$ cat config.mk
export PLATFORM = sky130hd
export DESIGN_NAME = dmem_bridge
export DESIGN_NICKNAME = d
export VERILOG_FILES = /design/src/rtl/dmem_bridge.sv
export SDC_FILE = /design/constraint.sdc
export NUM_CORES = 1
export LEC_CHECK = 0
export ABC_AREA = 1
export CORE_MARGIN = 4
export CORE_UTILIZATION = 41
export CTS_CLUSTER_SIZE = 24
export DETAILED_ROUTE_END_ITERATION = 8
export HOLD_SLACK_MARGIN = 0.1
export PLACE_DENSITY = 0.95
export SLEW_MARGIN = 30
export SYNTH_ARGS = -nofsm -noshare
export SYNTH_HDL_FRONTEND = slang
export SYNTH_SLANG_ARGS = --single-unit
export TNS_END_PERCENT = 5
$ cat constraint.sdc
create_clock -name clk -period 3.09 [get_ports clk]
set_input_delay 0.618 -clock clk [delete_from_list [all_inputs] [get_ports clk]]
set_output_delay 0.618 -clock clk [all_outputs]
set_load 0.05 [all_outputs]
$ cat src/rtl/dmem_bridge.sv
// dmem_bridge: data-memory bridge between the MEM pipeline stage and the
// DRAM/peripheral bus.
//   - Loads wait READ_LATENCY cycles for bus data while holding the pipeline
//     with stall. The result is then extracted and sign- or zero-extended.
//   - Stores complete in one cycle. The store data is replicated across the
//     byte lanes and the matching byte enables are driven.
//   - A misaligned access is either dropped with a misalign_err pulse
//     (ALIGN_CHECK=1) or forced to natural alignment (ALIGN_CHECK=0).
//   - flush kills an in-flight load.
// Ports:
//   clk, rst_n                         clock, asynchronous active-low reset
//   req_valid/wen/size/unsigned/addr/wdata   MEM-stage request
//   flush                              kill the in-flight load
//   stall, load_valid, load_data       pipeline handshake and load result
//   misalign_err                       one-cycle misalignment pulse
//   perip_addr/ren/wen/mask/byte_en/wdata, perip_rdata   bus side
module dmem_bridge #(
   parameter int READ_LATENCY = 1,
   parameter bit ALIGN_CHECK  = 1'b1,
   parameter int ADDR_W       = 32
) (
   input  logic              clk,
   input  logic              rst_n,
   input  logic              req_valid,
   input  logic              req_wen,
   input  logic [1:0]        req_size,
   input  logic              req_unsigned,
   input  logic [ADDR_W-1:0] req_addr,
   input  logic [31:0]       req_wdata,
   input  logic              flush,
   output logic              stall,
   output logic              load_valid,
   output logic [31:0]       load_data,
   output logic              misalign_err,
   output logic [ADDR_W-1:0] perip_addr,
   output logic              perip_ren,
   output logic              perip_wen,
   output logic [1:0]        perip_mask,
   output logic [3:0]        perip_byte_en,
   output logic [31:0]       perip_wdata,
   input  logic [31:0]       perip_rdata
);

   localparam int CNT_W = (READ_LATENCY < 1) ? 1 : $clog2(READ_LATENCY + 1);
   localparam logic [CNT_W-1:0] LAT_C = CNT_W'(READ_LATENCY);

   typedef enum logic {IDLE, RD_WAIT} state_t;

   state_t            state_q, state_d;
   logic [CNT_W-1:0]  cnt_q, cnt_d;
   logic [ADDR_W-1:0] addr_q, addr_d;
   logic [1:0]        size_q, size_d;
   logic              uns_q, uns_d;

   logic              stall_c, lv_c, mis_c, ren_c, wen_c;
   logic [31:0]       ld_c, wdata_c;
   logic [ADDR_W-1:0] addr_c, req_eff_addr;
   logic [1:0]        mask_c;
   logic [3:0]        be_c;
   logic              req_mis;

   // Size code 11 behaves as a word everywhere.
   function automatic logic is_misaligned(input logic [1:0] size, input logic [1:0] lo);
      return ((size == 2'b01) && lo[0]) || (size[1] && (lo != 2'b00));
   endfunction

   function automatic logic [ADDR_W-1:0] align_addr(input logic [ADDR_W-1:0] a, input logic [1:0] size);
      logic [ADDR_W-1:0] r;
      r = a;
      if (size == 2'b01) r[0] = 1'b0;
      else if (size[1]) r[1:0] = 2'b00;
      return r;
   endfunction

   function automatic logic [3:0] lane_mask(input logic [1:0] size, input logic [1:0] lo);
      logic [3:0] m;
      case (size)
         2'b00:   m = 4'b0001 << lo;
         2'b01:   m = lo[1] ? 4'b1100 : 4'b0011;
         default: m = 4'b1111;
      endcase
      return m;
   endfunction

   function automatic logic [31:0] store_data(input logic [31:0] wd, input logic [1:0] size);
      logic [31:0] r;
      case (size)
         2'b00:   r = {4{wd[7:0]}};
         2'b01:   r = {2{wd[15:0]}};
         default: r = wd;
      endcase
      return r;
   endfunction

   function automatic logic [31:0] extract(input logic [31:0] rd, input logic [1:0] size,
                                           input logic uns, input logic [1:0] lo);
      logic [31:0] sh;
      logic [31:0] r;
      sh = rd >> {lo, 3'b000};
      case (size)
         2'b00:   r = {{24{sh[7] & ~uns}}, sh[7:0]};
         2'b01:   r = {{16{sh[15] & ~uns}}, sh[15:0]};
         default: r = sh;
      endcase
      return r;
   endfunction

   always_ff @(posedge clk or negedge rst_n) begin
      if (!rst_n) begin
         state_q <= IDLE;
         cnt_q   <= '0;
         addr_q  <= '0;
         size_q  <= '0;
         uns_q   <= 1'b0;
      end else begin
         state_q <= state_d;
         cnt_q   <= cnt_d;
         addr_q  <= addr_d;
         size_q  <= size_d;
         uns_q   <= uns_d;
      end
   end

   always_comb begin
      state_d = state_q;
      cnt_d   = cnt_q;
      addr_d  = addr_q;
      size_d  = size_q;
      uns_d   = uns_q;
      stall_c = 1'b0;
      lv_c    = 1'b0;
      mis_c   = 1'b0;
      ren_c   = 1'b0;
      wen_c   = 1'b0;
      ld_c    = '0;
      wdata_c = '0;
      addr_c  = '0;
      mask_c  = '0;
      be_c    = '0;
      req_mis = is_misaligned(req_size, req_addr[1:0]);
      // With alignment checking on, a surviving request is already aligned,
      // so forcing alignment is a no-op there.
      req_eff_addr = align_addr(req_addr, req_size);

      case (state_q)
         IDLE: begin
            if (req_valid && !flush) begin
               if (ALIGN_CHECK && req_mis) begin
                  mis_c = 1'b1;
               end else begin
                  addr_c = req_eff_addr;
                  mask_c = req_size;
                  be_c   = lane_mask(req_size, req_eff_addr[1:0]);
                  if (req_wen) begin
                     wen_c   = 1'b1;
                     wdata_c = store_data(req_wdata, req_size);
                  end else begin
                     ren_c = 1'b1;
                     if (READ_LATENCY == 0) begin
                        lv_c = 1'b1;
                        ld_c = extract(perip_rdata, req_size, req_unsigned, req_eff_addr[1:0]);
                     end else begin
                        stall_c = 1'b1;
                        addr_d  = req_eff_addr;
                        size_d  = req_size;
                        uns_d   = req_unsigned;
                        cnt_d   = CNT_W'(1);
                        state_d = RD_WAIT;
                     end
                  end
               end
            end
         end
         RD_WAIT: begin
            if (flush) begin
               cnt_d   = '0;
               state_d = IDLE;
            end else begin
               // The bus keeps seeing the captured access, even if the
               // pipeline's request inputs wander while stalled.
               addr_c = addr_q;
               mask_c = size_q;
               be_c   = lane_mask(size_q, addr_q[1:0]);
               if (cnt_q < LAT_C) begin
                  ren_c   = 1'b1;
                  stall_c = 1'b1;
                  cnt_d   = cnt_q + CNT_W'(1);
               end else begin
                  lv_c    = 1'b1;
                  ld_c    = extract(perip_rdata, size_q, uns_q, addr_q[1:0]);
                  cnt_d   = '0;
                  state_d = IDLE;
               end
            end
         end
         default: state_d = IDLE;
      endcase
   end

   // Outputs are forced low while reset is held, even though some of them
   // are combinational functions of the request inputs.
   always_comb begin
      stall         = rst_n & stall_c;
      load_valid    = rst_n & lv_c;
      misalign_err  = rst_n & mis_c;
      perip_ren     = rst_n & ren_c;
      perip_wen     = rst_n & wen_c;
      load_data     = rst_n ? ld_c    : '0;
      perip_addr    = rst_n ? addr_c  : '0;
      perip_mask    = rst_n ? mask_c  : '0;
      perip_byte_en = rst_n ? be_c    : '0;
      perip_wdata   = rst_n ? wdata_c : '0;
   end

endmodule

==> impl_metrics.tcl <==
set metrics [dict create \
    ys_ff_latch 37 \
    area_delta_synth_final_pct 95.18 \
    drt.antenna.violating_nets 0 \
    synth_nets 672 \
    grt_pass1_wl_um 24440 \
    portBuffers 210 \
    vias_per_cell 5.690 \
    crit_path_end "perip_wdata[30]" \
    fillerInstances 409 \
    clkSinkCount 37 \
    fp.dieH_um 98.69 \
    nets 874 \
    grt_start_max_net_pins 72 \
    cp-end-kind "output port" \
    final_layout_size_suffix_gt1_frac 0.2127 \
    yosysTopAreaCell "dfrtp_1" \
    cts_root_buf "clkbuf_8" \
    antennaDiodeCount 0 \
    grt_usage 0.3072 \
    worstPathRequired_ns 2.47 \
    fin_crit_sh 0.9843 \
    r2r_cells 5 \
    drv_cap 0 \
    setup_viol 0 \
    rsz0062_at_grt "false" \
    async_flop_share 1.000 \
    dp_slack_ns -0.02295 \
    routed_wl_um 15830 \
    cts.reportedPaths.clkPinSlew_ns 0.07 \
    relSlewSlack 0.5891 \
    syn_area_per_cell_um2 5.937 \
    place_hpwl_um 12280 \
    p_per_area_nw_per_um2 285.2 \
    outcome "completed" \
    h-tree-depth 2 \
    timing.rr.start "state_q" \
    fin_ws_ns 0.04843 \
    ys_warn_count 0 \
    min_path_type "reg2reg" \
    synth_top_cell_area_share 0.2746 \
    core-area_um2 7848 \
    max_freq_ghz 0.3288 \
    crit_fanout 5 \
    cts-hold-fix-buffers 0 \
    critPathKind "in2out" \
    floorplan.rows 32 \
    timing.rr.end "addr_q[26]" \
    cts_buffers 5 \
    final_util 0.8386 \
    fp.dieW_um 98.69 \
    syn_inst 568 \
    worstMarginPinSlew_ns 0.6163 \
    route.detailed.drc 0 \
    die_area_um2 9740 \
    syn_area_um2 3372 \
    cts_buffer_depth 2 \
    vias 4967 \
    synth_edf_count 0 \
    wl_per_cell_um 18.13 \
    startpoint "req_size[1]" \
    grt_overflow_total 0 \
    finalHoldViolCount 0 \
    initial_core_util 0.4297 \
    synth-main-ff-cell "dfrtp_1" \
    ff2ff_setup_slack_ns 1.39 \
    synth_area_leaders "dfrtp_1 27%, nand2_1 16%, o21ai_0 12%" \
    globalplace.congestion 0.9455 \
    fin_hold_ws_ns 0.4908 \
    antenna_found_initial 0 \
    period_minus_slack_ns 3.042 \
    clock_skew_ns 0.003501 \
    yosysSeqAreaShare 0.2746 \
    timing.final.max_slew_violations 0 \
    cts_tree "built" \
    io_pins 211 \
    drtIter0Drc 374 \
    firstDrtPassIters 7 \
    arrival_ns 2.42 \
    power.leakage_uw 0.002914 \
    insertion_delay_ns 0.28 \
    ys_types 29 \
    peakVddDrop_mv 0.3545 \
    grt_pass1_vias 4950 \
    critPathLaunchType "primary input" \
]
==> stage by stage <==
stage | power, µW | area [µm²] | setup TNS [ns] | instances
floorplan | 1146 | 3372 | 0 | 568
global placement | 1475 | 6471 | 0 | 863
detailed placement | 1529 | 6471 | -0.02295 | 863
CTS | 1858 | 6556 | 0 | 871
global route | 1982 | 6581 | 0 | 873
finish | 1877 | 6581 | 0 | 873
==> repair_timing <==
action | in CTS | in global routing
buffers inserted | 0 | 2
pin swaps | 0 | 1
setup endpoints to repair | 1 | 6
gates resized for setup | 1 | 4
==> layout by cell type (no fill, tap or decap), types with 2 or more instances in the layout <==
cell type          n
a21oi_1           32
a31oi_1            7
buf_12            93
buf_4             39
clkbuf_1           3
clkbuf_8           5
clkdlybuf4s50_1  102
dfrtp_1           37
inv_1             58
inv_2              7
nand2_1          144
nand2_2            6
nand3_1           24
nand3_2            3
nor2_1            75
nor2_2             2
nor2_4             4
nor3_1             8
o21ai_0           78
o22ai_1            4
o31ai_1           30
==> logic make-up after synthesis <==
logic type	count (synthesis)	synth area share
DFF	37	0.2746
and+or+nand+nor	271	0.3377
AOI/OAI and AO/OA	154	0.2568
buffers and inverters	106	0.1310
==> registers in the layout, indices dropped and copies added, names as in the netlist <==
| name | cells |
|---|---|
| cnt_q | 1 |
| uns_q | 1 |
| addr_q | 32 |
| state_q | 1 |
| size_q | 2 |
==> cell usage after synthesis (8+ instances only) <==
library cell	n
inv_1	58
dfrtp_1	37
nor3_1	8
a21oi_1	32
nor2_1	76
o21ai_0	79
nand2_1	145
clkbuf_1	17
buf_2	19
o31ai_1	30
nand3_1	24
==> how the worst min path moves through the flow <==
stage,startpoint,to,depth (start not counted)
floorplan,rst_n,addr_q[0],0
global placement,addr_q[26],addr_q[26],2
detailed placement,addr_q[6],addr_q[6],2
CTS,addr_q[6],addr_q[6],2
global route,addr_q[13],addr_q[13],2
finish,addr_q[6],addr_q[6],2
==> layout make-up <==
cell class / instances / area [µm²] / area share
well taps: 102 / 127.6 / 0.01939
clock buffers: 8 / 80.08 / 0.01217
inverters: 66 / 247.7 / 0.03764
multi-input cells: 425 / 2019 / 0.3068
flip-flops and latches: 37 / 925.9 / 0.1407
repair buffers: 235 / 3181 / 0.4833
==> worst max-delay path, cell delays in order <==
cell             delay, ns
clkdlybuf4s50_1       0.49
inv_2                 0.13
nand2_1               0.09
nand2_2               0.09
buf_4                 0.14
nand3_2               0.14
inv_2                 0.12
o21ai_0               0.15
nor2_1                0.26
buf_12                0.18
==> where the power goes <==
group	switching, µW	internal [µW]	leakage [µW]
sequential	73.9	584	0.000464
combinational	525	364	0.00241
clock	169	161	0.0000395
total	768	1110	0.00291
==> layer usage <==
layer  GRT usage  part of all wire  vias up
li1            -                 -     2261
met1      0.3151              0.32     2267
met2      0.5611              0.50      344
met3     0.08351              0.10       95
met4      0.1702             0.070        0
met5           0                 0        -
(Power assumes the default switching activity.)
